--- src/rtl/video_stream_source.sv ---
// rtl/video_stream_source.sv - framebuffer scanout master producing an AXI4-Stream video feed
//
// Reads width x height 32-bit words line by line from a synchronous memory
// read port and streams them out with tuser on the first beat of each frame
// and tlast on the last beat of each line.
//
// Ports:
//   m_axis_vid_aclk   clock
//   areset            asynchronous active-high reset
//   enable            level; frames repeat back to back while high
//   cfg_base/pitch/width/height  frame geometry, sampled at frame start
//   mem_rd_en/addr    read strobe and word-aligned byte address
//   mem_rd_data       data for the read issued one cycle earlier
//   m_axis_vid_*      output video stream
//   frame_done        one-cycle pulse when the last beat of a frame is accepted
//   busy              high from frame start until frame_done

module video_stream_source #(
  parameter int FIFO_DEPTH = 4,
  parameter int ADDR_W     = 32
) (
  input  logic              m_axis_vid_aclk,
  input  logic              areset,
  input  logic              enable,
  input  logic [ADDR_W-1:0] cfg_base,
  input  logic [15:0]       cfg_pitch,
  input  logic [11:0]       cfg_width,
  input  logic [11:0]       cfg_height,
  output logic              mem_rd_en,
  output logic [ADDR_W-1:0] mem_rd_addr,
  input  logic [31:0]       mem_rd_data,
  output logic [31:0]       m_axis_vid_tdata,
  output logic              m_axis_vid_tvalid,
  input  logic              m_axis_vid_tready,
  output logic              m_axis_vid_tlast,
  output logic              m_axis_vid_tuser,
  output logic              frame_done,
  output logic              busy
);

  localparam int PW = $clog2(FIFO_DEPTH);
  localparam int CW = PW + 2;

  typedef enum logic [1:0] {IDLE, FETCH, DRAIN} state_t;

  state_t            state, state_nxt;
  logic [15:0]       pitch_r;
  logic [11:0]       width_r, height_r;
  logic [ADDR_W-1:0] line_addr;
  logic [11:0]       x, y;

  // Tags travel with the read for one cycle: {eof, sof, eol}.
  logic              rd_pending;
  logic [2:0]        rd_tag;

  // FIFO entry: {eof, sof, eol, data}. eof marks the final beat of the frame.
  logic [34:0]       fifo_mem [FIFO_DEPTH];
  logic [PW-1:0]     wr_ptr, rd_ptr;
  logic [CW-1:0]     count;
  logic [34:0]       head;

  logic start, issue, last_x, last_y, push, pop;

  assign start  = (state == IDLE) && enable && (cfg_width != 12'd0) && (cfg_height != 12'd0);
  assign last_x = (x == width_r - 12'd1);
  assign last_y = (y == height_r - 12'd1);
  // Credit check: reads in flight reserve a FIFO slot, so a push never finds it full.
  assign issue  = (state == FETCH) && ((count + CW'(rd_pending)) < CW'(FIFO_DEPTH));

  assign push = rd_pending;
  assign pop  = m_axis_vid_tvalid && m_axis_vid_tready;
  assign head = fifo_mem[rd_ptr];

  assign mem_rd_en         = issue;
  assign mem_rd_addr       = line_addr + ADDR_W'({x, 2'b00});
  assign m_axis_vid_tvalid = (count != '0);
  assign m_axis_vid_tdata  = head[31:0];
  assign m_axis_vid_tlast  = head[32];
  assign m_axis_vid_tuser  = head[33];
  assign frame_done        = pop && head[34];
  assign busy              = (state != IDLE);

  always_comb begin
    state_nxt = state;
    case (state)
      IDLE:    if (start) state_nxt = FETCH;
      FETCH:   if (issue && last_x && last_y) state_nxt = DRAIN;
      DRAIN:   if (frame_done) state_nxt = IDLE;
      default: state_nxt = IDLE;
    endcase
  end

  always_ff @(posedge m_axis_vid_aclk or posedge areset) begin
    if (areset) begin
      state <= IDLE;
    end else begin
      state <= state_nxt;
    end
  end

  always_ff @(posedge m_axis_vid_aclk or posedge areset) begin
    if (areset) begin
      pitch_r   <= 16'd0;
      width_r   <= 12'd0;
      height_r  <= 12'd0;
      line_addr <= '0;
      x         <= 12'd0;
      y         <= 12'd0;
    end else if (start) begin
      pitch_r   <= cfg_pitch;
      width_r   <= cfg_width;
      height_r  <= cfg_height;
      line_addr <= cfg_base;
      x         <= 12'd0;
      y         <= 12'd0;
    end else if (issue) begin
      if (last_x) begin
        x         <= 12'd0;
        y         <= y + 12'd1;
        line_addr <= line_addr + ADDR_W'(pitch_r);
      end else begin
        x <= x + 12'd1;
      end
    end
  end

  always_ff @(posedge m_axis_vid_aclk or posedge areset) begin
    if (areset) begin
      rd_pending <= 1'b0;
      rd_tag     <= 3'b000;
    end else begin
      rd_pending <= issue;
      rd_tag     <= {last_x && last_y, (x == 12'd0) && (y == 12'd0), last_x};
    end
  end

  always_ff @(posedge m_axis_vid_aclk or posedge areset) begin
    if (areset) begin
      for (int i = 0; i < FIFO_DEPTH; i++) fifo_mem[i] <= '0;
      wr_ptr <= '0;
      rd_ptr <= '0;
      count  <= '0;
    end else begin
      if (push) begin
        fifo_mem[wr_ptr] <= {rd_tag, mem_rd_data};
        wr_ptr           <= wr_ptr + PW'(1);
      end
      if (pop) begin
        rd_ptr <= rd_ptr + PW'(1);
      end
      case ({push, pop})
        2'b10:   count <= count + CW'(1);
        2'b01:   count <= count - CW'(1);
        default: count <= count;
      endcase
    end
  end

endmodule

--- config.mk ---
export PLATFORM = sky130hd
export DESIGN_NAME = video_stream_source
export DESIGN_NICKNAME = d
export VERILOG_FILES = /design/src/rtl/video_stream_source.sv
export SDC_FILE = /design/constraint.sdc
export NUM_CORES = 1
export LEC_CHECK = 0
export BUFFER_PORTS_ARGS = -buffer_cell sky130_fd_sc_hd__clkbuf_2
export CAP_MARGIN = 20
export CORE_MARGIN = 4
export CORE_UTILIZATION = 40
export CTS_CLUSTER_SIZE = 8
export DETAILED_ROUTE_END_ITERATION = 7
export SLEW_MARGIN = 20
export SYNTH_ARGS = -nofsm -noshare
export SYNTH_HDL_FRONTEND = slang
export SYNTH_SLANG_ARGS = --single-unit
--- constraint.sdc ---
create_clock -name m_axis_vid_aclk -period 8.76 [get_ports m_axis_vid_aclk]
set_input_delay 1.752 -clock m_axis_vid_aclk [delete_from_list [all_inputs] [get_ports m_axis_vid_aclk]]
set_output_delay 1.752 -clock m_axis_vid_aclk [all_outputs]
set_load 0.1 [all_outputs]
==> results_dict.tcl, run 1 <==
set metrics [dict create \
    synth_cell_type_count 69 \
    fmax_mhz 176 \
    mostFrequentLayoutCell "dfrtp_1" \
    status "complete, no violations" \
    drtPass1Iterations 5 \
    clk_latency_ns 0.52 \
    wire_per_inst_um 17.9 \
    slew_headroom 0.376 \
    synth.top_cell.area_share 0.468 \
    vias 9893 \
    cts_buffers 37 \
    finalSetupTns_ns 0 \
    gp_congestion 0.833 \
    setup_viol 0 \
    cap_violations 0 \
    clkTransAtPathRegs_ns 0.05 \
    dp_hpwl_um 22600 \
    drt_wl_total_um 32900 \
    final_cell_mix "dfrtp_1 (249), nand2_1 (198), clkbuf_2 (177), mux2_2 (142), xnor2_1 (63)" \
    cp.arrival_ns 3.94 \
    overflow 0 \
    final_nets 1544 \
    worstPathRequired_ns 7.01 \
    yosysSeqAreaShare 0.468 \
    finalMaxSlewViolations 0 \
    grt_pass1_vias 10249 \
    post-cts-setup-buffers 0 \
    ys.flop_type "dfrtp_1" \
    area_growth_pct 17.6 \
    start_util 0.408 \
    cp_max_fo 8 \
    syn-instance-count 1216 \
    place_area_um2 14700 \
    final_util 0.480 \
    num_rows 66 \
    start_kind "flop" \
    finalHoldViolations 0 \
    critical_path_class "reg -> out" \
    multiInputGateArea_um2 6740 \
    syn-num-nets 1368 \
    netlist_top_cells_area "dfrtp_1 (47%), mux2_2 (12%), mux4_2 (5.9%), nand2_1 (5.6%), xnor2_1 (4.1%)" \
    synth_area_um2 13400 \
    postRouteAntennaNets 0 \
    register_area_um2 6260 \
    cts_buffer_depth 3 \
    drc 0 \
    fin_crit_sh 0.650 \
    syn_area_per_cell_um2 11.0 \
    drt-vias-per-instance 5.38 \
    diodes 0 \
    grt_first_pass_wirelength_um 54100 \
    first_iter_violations 391 \
    worst_slew_pin_slew_ns 0.935 \
    clock_skew_ns 0.0176 \
    pin_count 178 \
    nFillCells 3072 \
    timing.hold.ws_ns 0.491 \
    dieArea_um2 36400 \
    htreeDepth 2 \
    fin_area_um2 15700 \
    yosys_warnings 0 \
    hp-class "reg -> reg" \
    synthArstFlopShare 1.00 \
    drive_above_1_share 0.304 \
    io_buffers 177 \
    cts_resized 0 \
    dieHeight_um 191 \
    cts_tree "built" \
    rsz0062_at_grt "false" \
    grt_usage 0.182 \
    synth_top_area_cell "dfrtp_1" \
    cts_hold_buf 0 \
    cts.sinks 250 \
    synth-seq-cells 250 \
    synth_edf_count 0 \
    coreArea_um2 32700 \
    cts-root-buf "clkbuf_16" \
    antenna_found_initial 3 \
    period_needed_ns 5.69 \
    end_kind "output port" \
    die_x_um 191 \
    grt_max_degree 109 \
]
-- flip-flops by register name (all words and copies together), names as in the netlist --
register and flops:
pitch_r 16, y 12, wr_ptr 2, height_r 12, x 12, line_addr 32, count 4, push 1
rd_ptr 2, width_r 12, fifo_mem 140, rd_tag 3, state 2
-- Yosys cell counts, types with 5 or more instances --
cell type and instances:
nor4_1 15, a31oi_1 20, nand2_1 198, o211ai_1 9, inv_1 31, nor3_1 15, nor2b_1 8, o21ai_0 54
ha_1 41, nand2b_1 12, and4_1 5, o31ai_1 7, o21ai_1 6, mux4_2 35, or3_1 7, or4_1 5
o21a_1 5, dfrtp_1 250, nand4_1 17, buf_1 5, nand3_1 17, a21o_1 12, nor2_1 47, xor2_1 27
clkbuf_1 42, xnor2_1 63, and3_1 19, mux2_2 142, a21oi_1 25
-- worst paths after layout --
kind	cells after the start	start	to	slack, ns
max	12	x[0]	mem_rd_addr[30]	3.07
min in group asynchronous	2	areset	width_r[3]	1.39
min	2	pitch_r[2]	pitch_r[2]	0.49
max reg2reg	11	line_addr[0]	line_addr[30]	5.24
max in group asynchronous	3	areset	fifo_mem[90]	5.91
min reg2reg	2	pitch_r[2]	pitch_r[2]	0.49
-- stage by stage --
step	worst slack, ns	std cells
5_1_grt	2.71	1840
2_1_floorplan	0.136	1216
4_1_cts	2.99	1840
3_3_place_gp	3.69	1795
6_report	3.07	1840
3_5_place_dp	3.57	1795
-- layer usage --
layer,global-route usage,wire [µm],share of wire,vias up
met2,0.299,15400,0.47,255
met3,0.0421,1980,0.060,61
met1,0.241,14700,0.45,4871
li1,-,-,-,4700
met4,0.0541,862,0.026,6
met5,0,34,0.0010,-
-- worst max-delay path, cell delays in order, from the launching register on --
cell	delay (ns)
dfrtp_1	0.46
ha_1	0.22
inv_1	0.06
fa_1	0.40
nor2b_1	0.13
o21ai_0	0.11
a21boi_0	0.26
o21a_1	0.22
o21ai_0	0.11
o21ai_1	0.60
nand3_1	0.18
xnor2_1	0.20
clkbuf_2	0.48
-- layout make-up --
cell class                 count  area share
clock buffer                  43      0.0630
clock inverter                 2     0.00231
inverter                      31     0.00788
multi-input combinational    879       0.429
sequential                   250       0.398
tap                          442      0.0352
timing repair buffer         193      0.0640
-- logic make-up after synthesis --
logic type | after synthesis | share of synthesized area
AO/OA/AOI/OAI | 173 | 0.0823
AND/OR/NAND/NOR | 392 | 0.140
buffers and inverters | 87 | 0.0266
XOR/XNOR | 90 | 0.0590
multiplexers | 180 | 0.181
adder cells (fa/ha/maj) | 44 | 0.0429
flip-flops | 250 | 0.468
Power of run 1 is left out: the tool's default activity adds up to more than one toggle a clock period on the data nets, which glitch-free logic cannot reach.
==> run 2, diff against run 1 <==
==> constraint.sdc (replaced) <==
create_clock -name m_axis_vid_aclk -period 4.9 [get_ports m_axis_vid_aclk]
set_input_delay 0.98 -clock m_axis_vid_aclk [delete_from_list [all_inputs] [get_ports m_axis_vid_aclk]]
set_output_delay 0.98 -clock m_axis_vid_aclk [all_outputs]
set_load 0.1 [all_outputs]
==> results_dict.tcl, run 2 (synthesis gave the netlist of run 1 again) <==
set metrics [dict create \
    clk_latency_ns 0.51 \
    dieArea_um2 36400 \
    area_growth_pct 18.0 \
    io_buffers 177 \
    mostFrequentLayoutCell "dfrtp_1" \
    postRouteAntennaNets 0 \
    cpPeakStageDelay_ns 0.48 \
    cts_tree "built" \
    cts-root-buf "clkbuf_16" \
    final_cell_mix "dfrtp_1 (249), nand2_1 (198), clkbuf_2 (176), mux2_2 (142), xnor2_1 (63)" \
    path_cells "ha_1 -> inv_1 -> fa_1 -> nor2b_1 -> o21ai_0 -> a21boi_0 -> o21a_1 -> o21ai_0 -> o21ai_1 -> buf_4 -> nand3_1 -> xnor2_1 -> clkbuf_2" \
    drtPass1Iterations 5 \
    final_nets 1543 \
    dieHeight_um 191 \
    clock_skew_ns 0.00878 \
    drc 0 \
    finalMaxSlewViolations 0 \
    num_rows 66 \
    largestRegisters "fifo_mem (140), line_addr (32), pitch_r (16)" \
    drt_wl_total_um 33400 \
    drive_above_1_share 0.303 \
    first_iter_violations 400 \
    coreArea_um2 32700 \
    status "complete, no violations" \
    diodes 0 \
    grt_usage 0.185 \
    post-cts-setup-buffers 0 \
    rsz0062_at_grt "false" \
    cts_resized 0 \
    end_kind "output port" \
    grt_first_pass_wirelength_um 54600 \
    antenna_found_initial 2 \
    period_needed_ns 4.64 \
    slew_headroom 0.340 \
    largest-register "fifo_mem" \
    cp_max_fo 8 \
    overflow 0 \
    critPathSlowestCell "clkbuf_2" \
    cap_violations 0 \
    grt_pass1_vias 10140 \
    cp_common_cell "o21ai_0" \
    timing.hold.ws_ns 0.481 \
    fin_area_um2 15800 \
    nFillCells 3106 \
    die_x_um 191 \
    place_area_um2 14700 \
    htreeDepth 2 \
    worstPathRequired_ns 3.92 \
    setup_viol 0 \
    cts_hold_buf 0 \
    cp.arrival_ns 3.66 \
    worst_slew_pin_slew_ns 0.990 \
    wire_per_inst_um 18.1 \
    start_kind "flop" \
    start_util 0.408 \
    cts_buffer_depth 3 \
    drt-vias-per-instance 5.37 \
    grt_max_degree 110 \
    finalSetupTns_ns 0 \
    vias 9872 \
    clkTransAtPathRegs_ns 0.05 \
    hp-class "reg -> reg" \
    dp_hpwl_um 22500 \
    gp_congestion 0.870 \
    fin_crit_sh 0.946 \
    largest_reg_flops 140 \
    finalHoldViolations 0 \
    cts.sinks 250 \
    critical_path_class "reg -> out" \
    cts_buffers 37 \
    pin_count 178 \
    fmax_mhz 216 \
]
## run 2: path summary, 6_finish.rpt
| check | start | to | cells past startpoint | slack [ns] |
|---|---|---|---|---|
| min reg2reg | pitch_r[0] | pitch_r[0] | 2 | 0.48 |
| max | x[0] | mem_rd_addr[30] | 13 | 0.26 |
| min in group asynchronous | areset | fifo_mem[39] | 2 | 0.63 |
| max in group asynchronous | areset | fifo_mem[63] | 3 | 3.21 |
| min | pitch_r[0] | pitch_r[0] | 2 | 0.48 |
| max reg2reg | width_r[3] | line_addr[15] | 9 | 1.34 |
## run 2: final cells by class
cell class,count,area (µm²),area share
sequential,250,6260,0.397
timing repair buffer,192,1060,0.0675
multi-input combinational,879,6750,0.428
tap,442,553,0.0351
clock inverter,2,36.3,0.00230
clock buffer,44,983,0.0624
inverter,31,120,0.00762
## run 2: per-layer routing
| metal | global-route usage | routed length [µm] |
|---|---|---|
| met1 | 0.252 | 14800 |
| met5 | 0 | 29 |
| met4 | 0.0547 | 931 |
| met2 | 0.302 | 15600 |
| met3 | 0.0355 | 1970 |
## run 2: metrics by stage
| stage | utilization | worst slack, ns | cells |
|---|---|---|---|
| 2_1_floorplan | - | 0.102 | 1216 |
| 3_3_place_gp | 0.451 | 0.869 | 1794 |
| 3_5_place_dp | 0.451 | 0.847 | 1794 |
| 4_1_cts | 0.482 | 0.270 | 1840 |
| 5_1_grt | 0.482 | 0.00975 | 1840 |
| 6_report | 0.482 | 0.265 | 1840 |
## run 2: critical path, delay by kind of cell, from the launching register on
| kind | cells | cell delay (ns) |
|---|---|---|
| adders and majority gates | 2 | 0.62 |
| xor gates and xnor gates | 1 | 0.16 |
| AOI/OAI and AO/OA | 5 | 0.93 |
| DFF | 1 | 0.47 |
| and+or+nand+nor | 2 | 0.21 |
| buffers and inverters | 3 | 0.74 |
Power of run 2 is left out for the same reason.
